File: config.mk
export PLATFORM = sky130hd
export DESIGN_NAME = rdma_mq_controller_flat
export DESIGN_NICKNAME = d
export VERILOG_FILES = /design/src/rtl/rdma_mq_controller_if.sv /design/src/rtl/rdma_mq_controller.sv /design/src/flat_wrapper.sv
export SDC_FILE = /design/constraint.sdc
export NUM_CORES = 2
export LEC_CHECK = 0
export CAP_MARGIN = 0
export CORE_AREA = 2 2 476 478
export CTS_CLUSTER_DIAMETER = 30
export DETAILED_ROUTE_END_ITERATION = 8
export DIE_AREA = 0 0 478 480
export GPL_ROUTABILITY_DRIVEN = 0
export HOLD_SLACK_MARGIN = 0.08
export SYNTH_ARGS = -nofsm -noshare
export SYNTH_HDL_FRONTEND = slang
export SYNTH_SLANG_ARGS = --single-unit
File: constraint.sdc
create_clock -name clk -period 9.5 [get_ports clk]
set_input_delay 1.9 -clock clk [delete_from_list [all_inputs] [get_ports clk]]
set_output_delay 1.9 -clock clk [all_outputs]
set_load 0.01 [all_outputs]
File: src/rtl/rdma_mq_controller_if.sv
// Handshake and stream bundle between the multi-QP RDMA controller and its
// data-mover, descriptor parser, TX streamer and CQ-entry stream neighbours.
interface rdma_mq_controller_if;
  logic         desc_valid;
  logic [31:0]  desc_id;
  logic [7:0]   desc_opcode;
  logic [31:0]  desc_local_addr;
  logic [63:0]  desc_remote_addr;
  logic [31:0]  desc_rkey;
  logic [31:0]  desc_length;

  logic         CMD_CTRL_READY;
  logic         CMD_CTRL_START;
  logic [31:0]  CMD_CTRL_SRC_ADDR;
  logic [31:0]  CMD_CTRL_DST_ADDR;
  logic [31:0]  CMD_CTRL_BTT;
  logic         CMD_CTRL_IS_READ;
  logic         READ_COMPLETE;
  logic         WRITE_COMPLETE;

  logic         tx_cmd_valid;
  logic         tx_cmd_ready;
  logic [3:0]   tx_cmd_qp;
  logic [7:0]   tx_cmd_sq_index;
  logic [31:0]  tx_cmd_ddr_addr;
  logic [31:0]  tx_cmd_length;
  logic [7:0]   tx_cmd_opcode;
  logic [63:0]  tx_cmd_remote_addr;
  logic [31:0]  tx_cmd_rkey;
  logic [23:0]  tx_cmd_psn;

  logic         tx_cpl_valid;
  logic         tx_cpl_ready;
  logic [7:0]   tx_cpl_status;
  logic [31:0]  tx_cpl_bytes_sent;

  logic         START_STREAM;
  logic         IS_STREAM_BUSY;
  logic [255:0] cq_entry;

  modport master (
    input  desc_valid, desc_id, desc_opcode, desc_local_addr, desc_remote_addr,
           desc_rkey, desc_length, CMD_CTRL_READY, READ_COMPLETE, WRITE_COMPLETE,
           tx_cmd_ready, tx_cpl_valid, tx_cpl_status, tx_cpl_bytes_sent, IS_STREAM_BUSY,
    output CMD_CTRL_START, CMD_CTRL_SRC_ADDR, CMD_CTRL_DST_ADDR, CMD_CTRL_BTT,
           CMD_CTRL_IS_READ, tx_cmd_valid, tx_cmd_qp, tx_cmd_sq_index, tx_cmd_ddr_addr,
           tx_cmd_length, tx_cmd_opcode, tx_cmd_remote_addr, tx_cmd_rkey, tx_cmd_psn,
           tx_cpl_ready, START_STREAM, cq_entry
  );

  modport slave (
    output desc_valid, desc_id, desc_opcode, desc_local_addr, desc_remote_addr,
           desc_rkey, desc_length, CMD_CTRL_READY, READ_COMPLETE, WRITE_COMPLETE,
           tx_cmd_ready, tx_cpl_valid, tx_cpl_status, tx_cpl_bytes_sent, IS_STREAM_BUSY,
    input  CMD_CTRL_START, CMD_CTRL_SRC_ADDR, CMD_CTRL_DST_ADDR, CMD_CTRL_BTT,
           CMD_CTRL_IS_READ, tx_cmd_valid, tx_cmd_qp, tx_cmd_sq_index, tx_cmd_ddr_addr,
           tx_cmd_length, tx_cmd_opcode, tx_cmd_remote_addr, tx_cmd_rkey, tx_cmd_psn,
           tx_cpl_ready, START_STREAM, cq_entry
  );
endinterface

File: src/rtl/rdma_mq_controller.sv
// Multi-QP RDMA TX controller: round-robin over send queues, fetch descriptor,
// issue TX command with per-QP PSN, then post a 32-byte entry to the shared CQ.
module rdma_mq_controller #(
  parameter int NUM_QP     = 4,
  parameter int ADDR_WIDTH = 32,
  parameter int IDX_WIDTH  = 16
) (
  input  logic                         clk,
  input  logic                         rst,
  input  logic                         START_RDMA,
  input  logic [NUM_QP*ADDR_WIDTH-1:0] SQ_BASE_ADDR,
  input  logic [NUM_QP*IDX_WIDTH-1:0]  SQ_SIZE,
  input  logic [NUM_QP*IDX_WIDTH-1:0]  SQ_TAIL_SW,
  output logic [NUM_QP*IDX_WIDTH-1:0]  SQ_HEAD_HW,
  input  logic [ADDR_WIDTH-1:0]        CQ_BASE_ADDR,
  input  logic [IDX_WIDTH-1:0]         CQ_SIZE,
  input  logic [IDX_WIDTH-1:0]         CQ_HEAD_SW,
  output logic [IDX_WIDTH-1:0]         CQ_TAIL_HW,
  output logic [3:0]                   STATE_REG,
  output logic [NUM_QP-1:0]            HAS_WORK,
  output logic [15:0]                  ERR_COUNT,
  rdma_mq_controller_if.master         bus
);
  typedef enum logic [3:0] {
    IDLE = 4'd0, ARB, PREP_RD, RD_CMD, WAIT_RD, WAIT_DESC, SEND_TX,
    WAIT_CPL, CQ_CHK, PREP_WR, WR_CMD, START_STRM, WAIT_WR
  } state_e;

  function automatic logic [IDX_WIDTH-1:0] wrap_inc(input logic [IDX_WIDTH-1:0] idx,
                                                    input logic [IDX_WIDTH-1:0] size);
    logic [IDX_WIDTH-1:0] inc;
    inc = idx + IDX_WIDTH'(1);
    return (inc == size) ? '0 : inc;
  endfunction

  state_e               state_q, state_d;
  logic [3:0]           cur_qp_q, last_served_q, arb_qp;
  logic                 arb_found;
  logic [4:0]           cand;
  logic [IDX_WIDTH-1:0] cq_tail_q, cq_tail_next;
  logic [IDX_WIDTH-1:0] head_w [NUM_QP];
  logic [23:0]          psn_w [NUM_QP];
  logic [IDX_WIDTH-1:0] cur_head;
  logic [23:0]          cur_psn, psn_used_q;
  logic [ADDR_WIDTH-1:0] cur_base;
  logic                 desc_got_q;
  logic [31:0]          desc_id_q, desc_local_q, desc_rkey_q, desc_length_q;
  logic [7:0]           desc_opcode_q, status_q;
  logic [63:0]          desc_remote_q;
  logic [31:0]          bytes_q, src_q, dst_q, btt_q;
  logic                 is_read_q, cmd_start_q, cmd_start_d, start_stream_q, start_stream_d;
  logic [15:0]          err_cnt_q;
  logic [255:0]         cq_entry_q;

  // Per-QP ring state: head advances on CQ write completion, PSN on TX handshake.
  genvar gi;
  generate
    for (gi = 0; gi < NUM_QP; gi++) begin : g_qp
      logic [IDX_WIDTH-1:0] head_q;
      logic [23:0]          psn_q;
      logic                 sel;
      assign sel = (cur_qp_q == 4'(gi));
      always_ff @(posedge clk) begin
        if (rst) begin
          head_q <= '0;
          psn_q  <= '0;
        end else begin
          if (sel && state_q == WAIT_WR && bus.WRITE_COMPLETE)
            head_q <= wrap_inc(head_q, SQ_SIZE[gi*IDX_WIDTH +: IDX_WIDTH]);
          if (sel && state_q == SEND_TX && bus.tx_cmd_ready)
            psn_q <= psn_q + 24'd1;
        end
      end
      assign head_w[gi] = head_q;
      assign psn_w[gi]  = psn_q;
      assign SQ_HEAD_HW[gi*IDX_WIDTH +: IDX_WIDTH] = head_q;
      assign HAS_WORK[gi] = (head_q != SQ_TAIL_SW[gi*IDX_WIDTH +: IDX_WIDTH]);
    end
  endgenerate

  always_comb begin
    cur_head = '0;
    cur_psn  = '0;
    cur_base = '0;
    for (int i = 0; i < NUM_QP; i++) begin
      if (cur_qp_q == 4'(i)) begin
        cur_head = head_w[i];
        cur_psn  = psn_w[i];
        cur_base = SQ_BASE_ADDR[i*ADDR_WIDTH +: ADDR_WIDTH];
      end
    end
  end

  // Search starts one past the last served QP so every queue gets a turn.
  always_comb begin
    arb_found = 1'b0;
    arb_qp    = '0;
    cand      = '0;
    for (int k = 1; k <= NUM_QP; k++) begin
      cand = 5'(last_served_q) + 5'(k);
      if (cand >= 5'(NUM_QP)) cand = cand - 5'(NUM_QP);
      for (int j = 0; j < NUM_QP; j++) begin
        if (!arb_found && cand == 5'(j) && HAS_WORK[j]) begin
          arb_found = 1'b1;
          arb_qp    = 4'(j);
        end
      end
    end
  end

  assign cq_tail_next = wrap_inc(cq_tail_q, CQ_SIZE);

  always_comb begin
    state_d        = state_q;
    cmd_start_d    = 1'b0;
    start_stream_d = 1'b0;
    case (state_q)
      IDLE:       if (START_RDMA && |HAS_WORK) state_d = ARB;
      ARB:        state_d = arb_found ? PREP_RD : IDLE;
      PREP_RD:    state_d = RD_CMD;
      RD_CMD:     if (bus.CMD_CTRL_READY) begin
                    cmd_start_d = 1'b1;
                    state_d     = WAIT_RD;
                  end
      WAIT_RD:    if (bus.READ_COMPLETE) state_d = WAIT_DESC;
      WAIT_DESC:  if (desc_got_q && !bus.IS_STREAM_BUSY) state_d = SEND_TX;
      SEND_TX:    if (bus.tx_cmd_ready) state_d = WAIT_CPL;
      WAIT_CPL:   if (bus.tx_cpl_valid) state_d = CQ_CHK;
      CQ_CHK:     if (cq_tail_next != CQ_HEAD_SW) state_d = PREP_WR;
      PREP_WR:    state_d = WR_CMD;
      WR_CMD:     if (bus.CMD_CTRL_READY) begin
                    cmd_start_d = 1'b1;
                    state_d     = START_STRM;
                  end
      START_STRM: begin
                    start_stream_d = 1'b1;
                    state_d        = WAIT_WR;
                  end
      WAIT_WR:    if (bus.WRITE_COMPLETE) state_d = IDLE;
      default:    state_d = IDLE;
    endcase
  end

  always_ff @(posedge clk) begin
    if (rst) begin
      state_q        <= IDLE;
      cur_qp_q       <= '0;
      last_served_q  <= 4'(NUM_QP - 1);
      cq_tail_q      <= '0;
      desc_got_q     <= 1'b0;
      desc_id_q      <= '0;
      desc_local_q   <= '0;
      desc_rkey_q    <= '0;
      desc_length_q  <= '0;
      desc_opcode_q  <= '0;
      desc_remote_q  <= '0;
      status_q       <= '0;
      bytes_q        <= '0;
      psn_used_q     <= '0;
      err_cnt_q      <= '0;
      cq_entry_q     <= '0;
      src_q          <= '0;
      dst_q          <= '0;
      btt_q          <= '0;
      is_read_q      <= 1'b1;
      cmd_start_q    <= 1'b0;
      start_stream_q <= 1'b0;
    end else begin
      state_q        <= state_d;
      cmd_start_q    <= cmd_start_d;
      start_stream_q <= start_stream_d;
      case (state_q)
        ARB: begin
          desc_got_q <= 1'b0;
          if (arb_found) cur_qp_q <= arb_qp;
        end
        PREP_RD: begin
          src_q     <= 32'(cur_base) + (32'(cur_head) << 6);
          btt_q     <= 32'd64;
          is_read_q <= 1'b1;
        end
        WAIT_RD, WAIT_DESC: if (bus.desc_valid) begin
          desc_got_q    <= 1'b1;
          desc_id_q     <= bus.desc_id;
          desc_local_q  <= bus.desc_local_addr;
          desc_rkey_q   <= bus.desc_rkey;
          desc_length_q <= bus.desc_length;
          desc_opcode_q <= bus.desc_opcode;
          desc_remote_q <= bus.desc_remote_addr;
        end
        SEND_TX: if (bus.tx_cmd_ready) psn_used_q <= cur_psn;
        WAIT_CPL: if (bus.tx_cpl_valid) begin
          status_q <= bus.tx_cpl_status;
          bytes_q  <= bus.tx_cpl_bytes_sent;
          if (bus.tx_cpl_status != 8'd0 && err_cnt_q != 16'hFFFF)
            err_cnt_q <= err_cnt_q + 16'd1;
        end
        CQ_CHK: if (cq_tail_next != CQ_HEAD_SW)
          cq_entry_q <= {32'd0, 32'd0, {8'd0, psn_used_q}, desc_length_q, desc_id_q,
                         bytes_q, {24'd0, status_q}, {16'd0, 4'd0, cur_qp_q, 8'(cur_head)}};
        PREP_WR: begin
          dst_q     <= 32'(CQ_BASE_ADDR) + (32'(cq_tail_q) << 5);
          btt_q     <= 32'd32;
          is_read_q <= 1'b0;
        end
        WAIT_WR: if (bus.WRITE_COMPLETE) begin
          cq_tail_q     <= cq_tail_next;
          last_served_q <= cur_qp_q;
        end
        default: ;
      endcase
    end
  end

  assign STATE_REG              = state_q;
  assign CQ_TAIL_HW             = cq_tail_q;
  assign ERR_COUNT              = err_cnt_q;
  assign bus.CMD_CTRL_START     = cmd_start_q;
  assign bus.CMD_CTRL_SRC_ADDR  = src_q;
  assign bus.CMD_CTRL_DST_ADDR  = dst_q;
  assign bus.CMD_CTRL_BTT       = btt_q;
  assign bus.CMD_CTRL_IS_READ   = is_read_q;
  assign bus.START_STREAM       = start_stream_q;
  assign bus.cq_entry           = cq_entry_q;
  assign bus.tx_cmd_valid       = (state_q == SEND_TX);
  assign bus.tx_cpl_ready       = (state_q == WAIT_CPL);
  assign bus.tx_cmd_qp          = cur_qp_q;
  assign bus.tx_cmd_sq_index    = 8'(cur_head);
  assign bus.tx_cmd_ddr_addr    = desc_local_q;
  assign bus.tx_cmd_length      = desc_length_q;
  assign bus.tx_cmd_opcode      = desc_opcode_q;
  assign bus.tx_cmd_remote_addr = desc_remote_q;
  assign bus.tx_cmd_rkey        = desc_rkey_q;
  assign bus.tx_cmd_psn         = cur_psn;
endmodule

File: src/flat_wrapper.sv
// flat-port wrapper written by rule: the top's interface ports become plain ports
module rdma_mq_controller_flat 
#(
  parameter int NUM_QP     = 4,
  parameter int ADDR_WIDTH = 32,
  parameter int IDX_WIDTH  = 16
)
  (clk, rst, START_RDMA, SQ_BASE_ADDR, SQ_SIZE, SQ_TAIL_SW, SQ_HEAD_HW, CQ_BASE_ADDR, CQ_SIZE, CQ_HEAD_SW, CQ_TAIL_HW, STATE_REG, HAS_WORK, ERR_COUNT, bus_desc_valid, bus_desc_id, bus_desc_opcode, bus_desc_local_addr, bus_desc_remote_addr, bus_desc_rkey, bus_desc_length, bus_CMD_CTRL_READY, bus_READ_COMPLETE, bus_WRITE_COMPLETE, bus_tx_cmd_ready, bus_tx_cpl_valid, bus_tx_cpl_status, bus_tx_cpl_bytes_sent, bus_IS_STREAM_BUSY, bus_CMD_CTRL_START, bus_CMD_CTRL_SRC_ADDR, bus_CMD_CTRL_DST_ADDR, bus_CMD_CTRL_BTT, bus_CMD_CTRL_IS_READ, bus_tx_cmd_valid, bus_tx_cmd_qp, bus_tx_cmd_sq_index, bus_tx_cmd_ddr_addr, bus_tx_cmd_length, bus_tx_cmd_opcode, bus_tx_cmd_remote_addr, bus_tx_cmd_rkey, bus_tx_cmd_psn, bus_tx_cpl_ready, bus_START_STREAM, bus_cq_entry);
  rdma_mq_controller_if bus_i ();
  input  logic clk;
  input  logic rst;
  input  logic START_RDMA;
  input  logic [NUM_QP*ADDR_WIDTH-1:0] SQ_BASE_ADDR;
  input  logic [NUM_QP*IDX_WIDTH-1:0] SQ_SIZE;
  input  logic [NUM_QP*IDX_WIDTH-1:0] SQ_TAIL_SW;
  output logic [NUM_QP*IDX_WIDTH-1:0] SQ_HEAD_HW;
  input  logic [ADDR_WIDTH-1:0] CQ_BASE_ADDR;
  input  logic [IDX_WIDTH-1:0] CQ_SIZE;
  input  logic [IDX_WIDTH-1:0] CQ_HEAD_SW;
  output logic [IDX_WIDTH-1:0] CQ_TAIL_HW;
  output logic [3:0] STATE_REG;
  output logic [NUM_QP-1:0] HAS_WORK;
  output logic [15:0] ERR_COUNT;
  input wire logic [$bits(bus_i.desc_valid)-1:0] bus_desc_valid;
  input wire logic [$bits(bus_i.desc_id)-1:0] bus_desc_id;
  input wire logic [$bits(bus_i.desc_opcode)-1:0] bus_desc_opcode;
  input wire logic [$bits(bus_i.desc_local_addr)-1:0] bus_desc_local_addr;
  input wire logic [$bits(bus_i.desc_remote_addr)-1:0] bus_desc_remote_addr;
  input wire logic [$bits(bus_i.desc_rkey)-1:0] bus_desc_rkey;
  input wire logic [$bits(bus_i.desc_length)-1:0] bus_desc_length;
  input wire logic [$bits(bus_i.CMD_CTRL_READY)-1:0] bus_CMD_CTRL_READY;
  input wire logic [$bits(bus_i.READ_COMPLETE)-1:0] bus_READ_COMPLETE;
  input wire logic [$bits(bus_i.WRITE_COMPLETE)-1:0] bus_WRITE_COMPLETE;
  input wire logic [$bits(bus_i.tx_cmd_ready)-1:0] bus_tx_cmd_ready;
  input wire logic [$bits(bus_i.tx_cpl_valid)-1:0] bus_tx_cpl_valid;
  input wire logic [$bits(bus_i.tx_cpl_status)-1:0] bus_tx_cpl_status;
  input wire logic [$bits(bus_i.tx_cpl_bytes_sent)-1:0] bus_tx_cpl_bytes_sent;
  input wire logic [$bits(bus_i.IS_STREAM_BUSY)-1:0] bus_IS_STREAM_BUSY;
  output wire logic [$bits(bus_i.CMD_CTRL_START)-1:0] bus_CMD_CTRL_START;
  output wire logic [$bits(bus_i.CMD_CTRL_SRC_ADDR)-1:0] bus_CMD_CTRL_SRC_ADDR;
  output wire logic [$bits(bus_i.CMD_CTRL_DST_ADDR)-1:0] bus_CMD_CTRL_DST_ADDR;
  output wire logic [$bits(bus_i.CMD_CTRL_BTT)-1:0] bus_CMD_CTRL_BTT;
  output wire logic [$bits(bus_i.CMD_CTRL_IS_READ)-1:0] bus_CMD_CTRL_IS_READ;
  output wire logic [$bits(bus_i.tx_cmd_valid)-1:0] bus_tx_cmd_valid;
  output wire logic [$bits(bus_i.tx_cmd_qp)-1:0] bus_tx_cmd_qp;
  output wire logic [$bits(bus_i.tx_cmd_sq_index)-1:0] bus_tx_cmd_sq_index;
  output wire logic [$bits(bus_i.tx_cmd_ddr_addr)-1:0] bus_tx_cmd_ddr_addr;
  output wire logic [$bits(bus_i.tx_cmd_length)-1:0] bus_tx_cmd_length;
  output wire logic [$bits(bus_i.tx_cmd_opcode)-1:0] bus_tx_cmd_opcode;
  output wire logic [$bits(bus_i.tx_cmd_remote_addr)-1:0] bus_tx_cmd_remote_addr;
  output wire logic [$bits(bus_i.tx_cmd_rkey)-1:0] bus_tx_cmd_rkey;
  output wire logic [$bits(bus_i.tx_cmd_psn)-1:0] bus_tx_cmd_psn;
  output wire logic [$bits(bus_i.tx_cpl_ready)-1:0] bus_tx_cpl_ready;
  output wire logic [$bits(bus_i.START_STREAM)-1:0] bus_START_STREAM;
  output wire logic [$bits(bus_i.cq_entry)-1:0] bus_cq_entry;
  assign bus_i.desc_valid = bus_desc_valid;
  assign bus_i.desc_id = bus_desc_id;
  assign bus_i.desc_opcode = bus_desc_opcode;
  assign bus_i.desc_local_addr = bus_desc_local_addr;
  assign bus_i.desc_remote_addr = bus_desc_remote_addr;
  assign bus_i.desc_rkey = bus_desc_rkey;
  assign bus_i.desc_length = bus_desc_length;
  assign bus_i.CMD_CTRL_READY = bus_CMD_CTRL_READY;
  assign bus_i.READ_COMPLETE = bus_READ_COMPLETE;
  assign bus_i.WRITE_COMPLETE = bus_WRITE_COMPLETE;
  assign bus_i.tx_cmd_ready = bus_tx_cmd_ready;
  assign bus_i.tx_cpl_valid = bus_tx_cpl_valid;
  assign bus_i.tx_cpl_status = bus_tx_cpl_status;
  assign bus_i.tx_cpl_bytes_sent = bus_tx_cpl_bytes_sent;
  assign bus_i.IS_STREAM_BUSY = bus_IS_STREAM_BUSY;
  assign bus_CMD_CTRL_START = bus_i.CMD_CTRL_START;
  assign bus_CMD_CTRL_SRC_ADDR = bus_i.CMD_CTRL_SRC_ADDR;
  assign bus_CMD_CTRL_DST_ADDR = bus_i.CMD_CTRL_DST_ADDR;
  assign bus_CMD_CTRL_BTT = bus_i.CMD_CTRL_BTT;
  assign bus_CMD_CTRL_IS_READ = bus_i.CMD_CTRL_IS_READ;
  assign bus_tx_cmd_valid = bus_i.tx_cmd_valid;
  assign bus_tx_cmd_qp = bus_i.tx_cmd_qp;
  assign bus_tx_cmd_sq_index = bus_i.tx_cmd_sq_index;
  assign bus_tx_cmd_ddr_addr = bus_i.tx_cmd_ddr_addr;
  assign bus_tx_cmd_length = bus_i.tx_cmd_length;
  assign bus_tx_cmd_opcode = bus_i.tx_cmd_opcode;
  assign bus_tx_cmd_remote_addr = bus_i.tx_cmd_remote_addr;
  assign bus_tx_cmd_rkey = bus_i.tx_cmd_rkey;
  assign bus_tx_cmd_psn = bus_i.tx_cmd_psn;
  assign bus_tx_cpl_ready = bus_i.tx_cpl_ready;
  assign bus_START_STREAM = bus_i.START_STREAM;
  assign bus_cq_entry = bus_i.cq_entry;
  rdma_mq_controller #(.NUM_QP(NUM_QP), .ADDR_WIDTH(ADDR_WIDTH), .IDX_WIDTH(IDX_WIDTH)) u_core (.clk(clk), .rst(rst), .START_RDMA(START_RDMA), .SQ_BASE_ADDR(SQ_BASE_ADDR), .SQ_SIZE(SQ_SIZE), .SQ_TAIL_SW(SQ_TAIL_SW), .SQ_HEAD_HW(SQ_HEAD_HW), .CQ_BASE_ADDR(CQ_BASE_ADDR), .CQ_SIZE(CQ_SIZE), .CQ_HEAD_SW(CQ_HEAD_SW), .CQ_TAIL_HW(CQ_TAIL_HW), .STATE_REG(STATE_REG), .HAS_WORK(HAS_WORK), .ERR_COUNT(ERR_COUNT), .bus(bus_i));
endmodule
==> impl_metrics.tcl <==
set metrics [dict create \
    first_pass_iters 6 \
    ant_nets 0 \
    fp.dieH_um 480 \
    status "complete, no violations" \
    period_needed_ns 6.05 \
    post_drt_via_cell_ratio 4.48 \
    synth_seq_area_share 0.363 \
    die-area_um2 229000 \
    post_cts_resize_count 0 \
    num_vias 39300 \
    drt_iter0_markers 3091 \
    worstPathRequired_ns 7.60 \
    post-route-period-util 0.637 \
    postSynthCellCount 4624 \
    htreeDepth 4 \
    grt.total_usage 0.174 \
    syn_area_um2 37000 \
    highest_layer "met5" \
    drt-total-wl_mm 210 \
    rsz0062_at_grt "false" \
    endpoint_kind "output port" \
    n_fill_cell 23800 \
    wl_met2_mm 96.2 \
    synth-edff-count 0 \
    clk_path_buf_depth 3 \
    postCtsHoldBufs 0 \
    wl_met3_mm 19.1 \
    first_global_vias 38200 \
    cts_tree "done" \
    start_util 0.165 \
    slew_headroom 0.152 \
    nets 6213 \
    wire_per_inst_um 24.0 \
    worstSetupStartpointType "primary input" \
    final.setup.tns_ns 0 \
    io_pins 1235 \
    floorplan.rows 174 \
    synthFlopType "dfxtp_1" \
    avgSynthCellArea_um2 8.01 \
    overflow 0 \
    clkSlewWorstSetupHoldPaths_ns 0.04 \
    power.density_nw_per_um2 190 \
    finClkSkew_ns 0.102 \
    drv_slew 0 \
    postCtsSetupBuffers 0 \
    async_reset_ff_frac 0 \
    die_w_um 478 \
    yosysWarnings 0 \
    crit_fanout 4 \
    setup_violations 0 \
    core_region_area_um2 224000 \
    grt_pass1_wl_mm 289 \
    cts_buffers 206 \
    drc 0 \
    worstPathArrival_ns 4.15 \
    critPathKind "primary input to output port" \
    hp-class "flip-flop to flip-flop" \
    clk_root_buffer_cell "clkbuf_16" \
    area_growth_pct 55.4 \
    antenna_found_initial 35 \
    fmax_ghz 0.165 \
    numPortBuffers 1084 \
    ys_types 80 \
    clock_sinks 672 \
    fin_util 0.257 \
    hold_viol 0 \
    grt_max_degree 182 \
    worst-slew-pin-transition_ns 1.27 \
    drive_gt1_frac 0.0895 \
    hpwl_mm 163 \
    ys_seq_elements 672 \
    maxCapViolations 0 \
    irDropWorstVdd_mv 0.229 \
    clk_latency_ns 0.87 \
    leakagePower_uw 0.0198 \
    routedLengthMet1_mm 88.5 \
]
-- flip-flops by register name, indices dropped and copies added (netlist names), 16 cells and up --
name                           count
u_core.bus.CMD_CTRL_DST_ADDR      32
u_core.bus.tx_cmd_length          32
u_core.g_qp.head_q                64
u_core.bus.cq_entry              138
u_core.g_qp.psn_q                 96
u_core.desc_id_q                  32
u_core.bus.tx_cmd_rkey            32
u_core.bytes_q                    32
u_core.ERR_COUNT                  16
u_core.CQ_TAIL_HW                 16
u_core.bus.tx_cmd_ddr_addr        32
u_core.bus.CMD_CTRL_SRC_ADDR      32
u_core.psn_used_q                 24
u_core.bus.tx_cmd_remote_addr     64
-- placed cells by master, fill, tap and decap left out, drive strengths merged, types with 41 or more instances in the layout --
| master | Yosys | layout |
|---|---|---|
| conb | 1 | 150 |
| nor3 | 51 | 51 |
| clkdlybuf4s50 | 0 | 1083 |
| mux4 | 72 | 72 |
| dfxtp | 672 | 672 |
| nor3b | 134 | 134 |
| nor2 | 230 | 230 |
| mux2i | 149 | 149 |
| a32oi | 139 | 139 |
| nand3 | 71 | 71 |
| xnor2 | 145 | 145 |
| clkbuf | 327 | 272 |
| and3 | 45 | 45 |
| clkinv | 0 | 67 |
| nand2 | 1045 | 1045 |
| or3 | 44 | 44 |
| buf | 191 | 53 |
| xor2 | 184 | 184 |
| o21ai | 113 | 113 |
| a21oi | 585 | 585 |
| nand4 | 41 | 41 |
| ha | 42 | 42 |
-- Yosys cell counts (all sizes together), types with 5 or more instances --
library cell / n / area share
a211oi: 16 / 0.0032
a21o: 6 / 0.0012
a21oi: 585 / 0.079
a22oi: 8 / 0.0016
a311oi: 20 / 0.0047
a31o: 6 / 0.0014
a31oi: 15 / 0.0025
a32oi: 139 / 0.033
a41oi: 7 / 0.0017
and2: 24 / 0.0041
and3: 45 / 0.0076
and4: 8 / 0.0019
buf: 191 / 0.037
clkbuf: 327 / 0.033
dfxtp: 672 / 0.36
ha: 42 / 0.014
inv: 36 / 0.0036
mux2i: 149 / 0.040
mux4: 72 / 0.044
nand2: 1045 / 0.11
nand2b: 22 / 0.0037
nand3: 71 / 0.0096
nand3b: 12 / 0.0024
nand4: 41 / 0.0071
nand4b: 5 / 0.0012
nor2: 230 / 0.023
nor2b: 22 / 0.0037
nor3: 51 / 0.0070
nor3b: 134 / 0.027
nor4: 38 / 0.0070
nor4b: 9 / 0.0023
o211a: 9 / 0.0024
o21a: 6 / 0.0012
o21ai: 113 / 0.015
o31ai: 5 / 0.0010
or3: 44 / 0.0074
or4: 13 / 0.0026
xnor2: 145 / 0.034
xor2: 184 / 0.044
-- layout make-up --
type | count | area [um^2] | area share
antenna | 13 | 32.5 | 0.000565
clock buffer | 272 | 5810 | 0.101
clock inverter | 111 | 1600 | 0.0277
inverter | 36 | 143 | 0.00248
multi-input combinational | 3547 | 21500 | 0.373
sequential | 672 | 13500 | 0.234
tap | 2992 | 3740 | 0.0650
timing repair buffer | 1136 | 11300 | 0.197
-- power breakdown --
| group | leakage, uW | total, uW | switching (uW) | internal, uW |
|---|---|---|---|---|
| Clock | 0.00359 | 7140 | 2180 | 4950 |
| Sequential | 0.00542 | 2910 | 46.4 | 2860 |
| Combinational | 0.0108 | 913 | 493 | 420 |
| Total | 0.0198 | 11000 | 2720 | 8240 |
-- final timing paths --
| path | from | endpoint | slack, ns | cells after the start |
|---|---|---|---|---|
| min reg2reg | u_core.status_q[3] | u_core.status_q[3] | 0.45 | 2 |
| min | u_core.status_q[3] | u_core.status_q[3] | 0.45 | 2 |
| max reg2reg | u_core.CQ_TAIL_HW[0] | u_core.bus.cq_entry[182] | 3.62 | 13 |
| max | SQ_TAIL_SW[27] | HAS_WORK[1] | 3.45 | 6 |
-- critical path, stage by stage --
cell and delay (ns):
clkdlybuf4s50_1 0.51, xnor2_1 0.15, nand4_1 0.13, nor4_1 0.65
inv_1 0.15, clkdlybuf4s50_1 0.66
-- logic make-up (layout without fill, tap and decap cells) --
| logic type | after synthesis | after routing | synth area share |
|---|---|---|---|
| muxes | 221 | 221 | 0.0840 |
| other | 1 | 163 | 0.000101 |
| DFF | 672 | 672 | 0.363 |
| adders and majority gates | 44 | 44 | 0.0153 |
| buffers and inverters | 554 | 1555 | 0.0741 |
| and+or+nand+nor | 1829 | 1829 | 0.228 |
| AOI/OAI and AO/OA | 973 | 973 | 0.157 |
| xor gates and xnor gates | 330 | 330 | 0.0784 |
-- per-layer routing --
| layer | GRT usage | up-vias |
|---|---|---|
| li1 | - | 17900 |
| met1 | 0.218 | 19200 |
| met2 | 0.278 | 1821 |
| met3 | 0.0593 | 321 |
| met4 | 0.0581 | 14 |
| met5 | 0 | - |
-- metrics by stage --
stage               instances  total power [uW]  worst slack, ns  hold slack [ns]  cell area, um^2
floorplan                4773              3370             4.39            0.432            37600
global placement         8383              3880             2.81            0.433            50100
detailed placement       8383              3880             2.69            0.442            50100
CTS                      8766             11100             3.48            0.448            57600
global route             8772             11300             3.24            0.464            57600
finish                   8779             11000             3.45            0.448            57600
No activity file was read; power rests on OpenSTA's default activity.
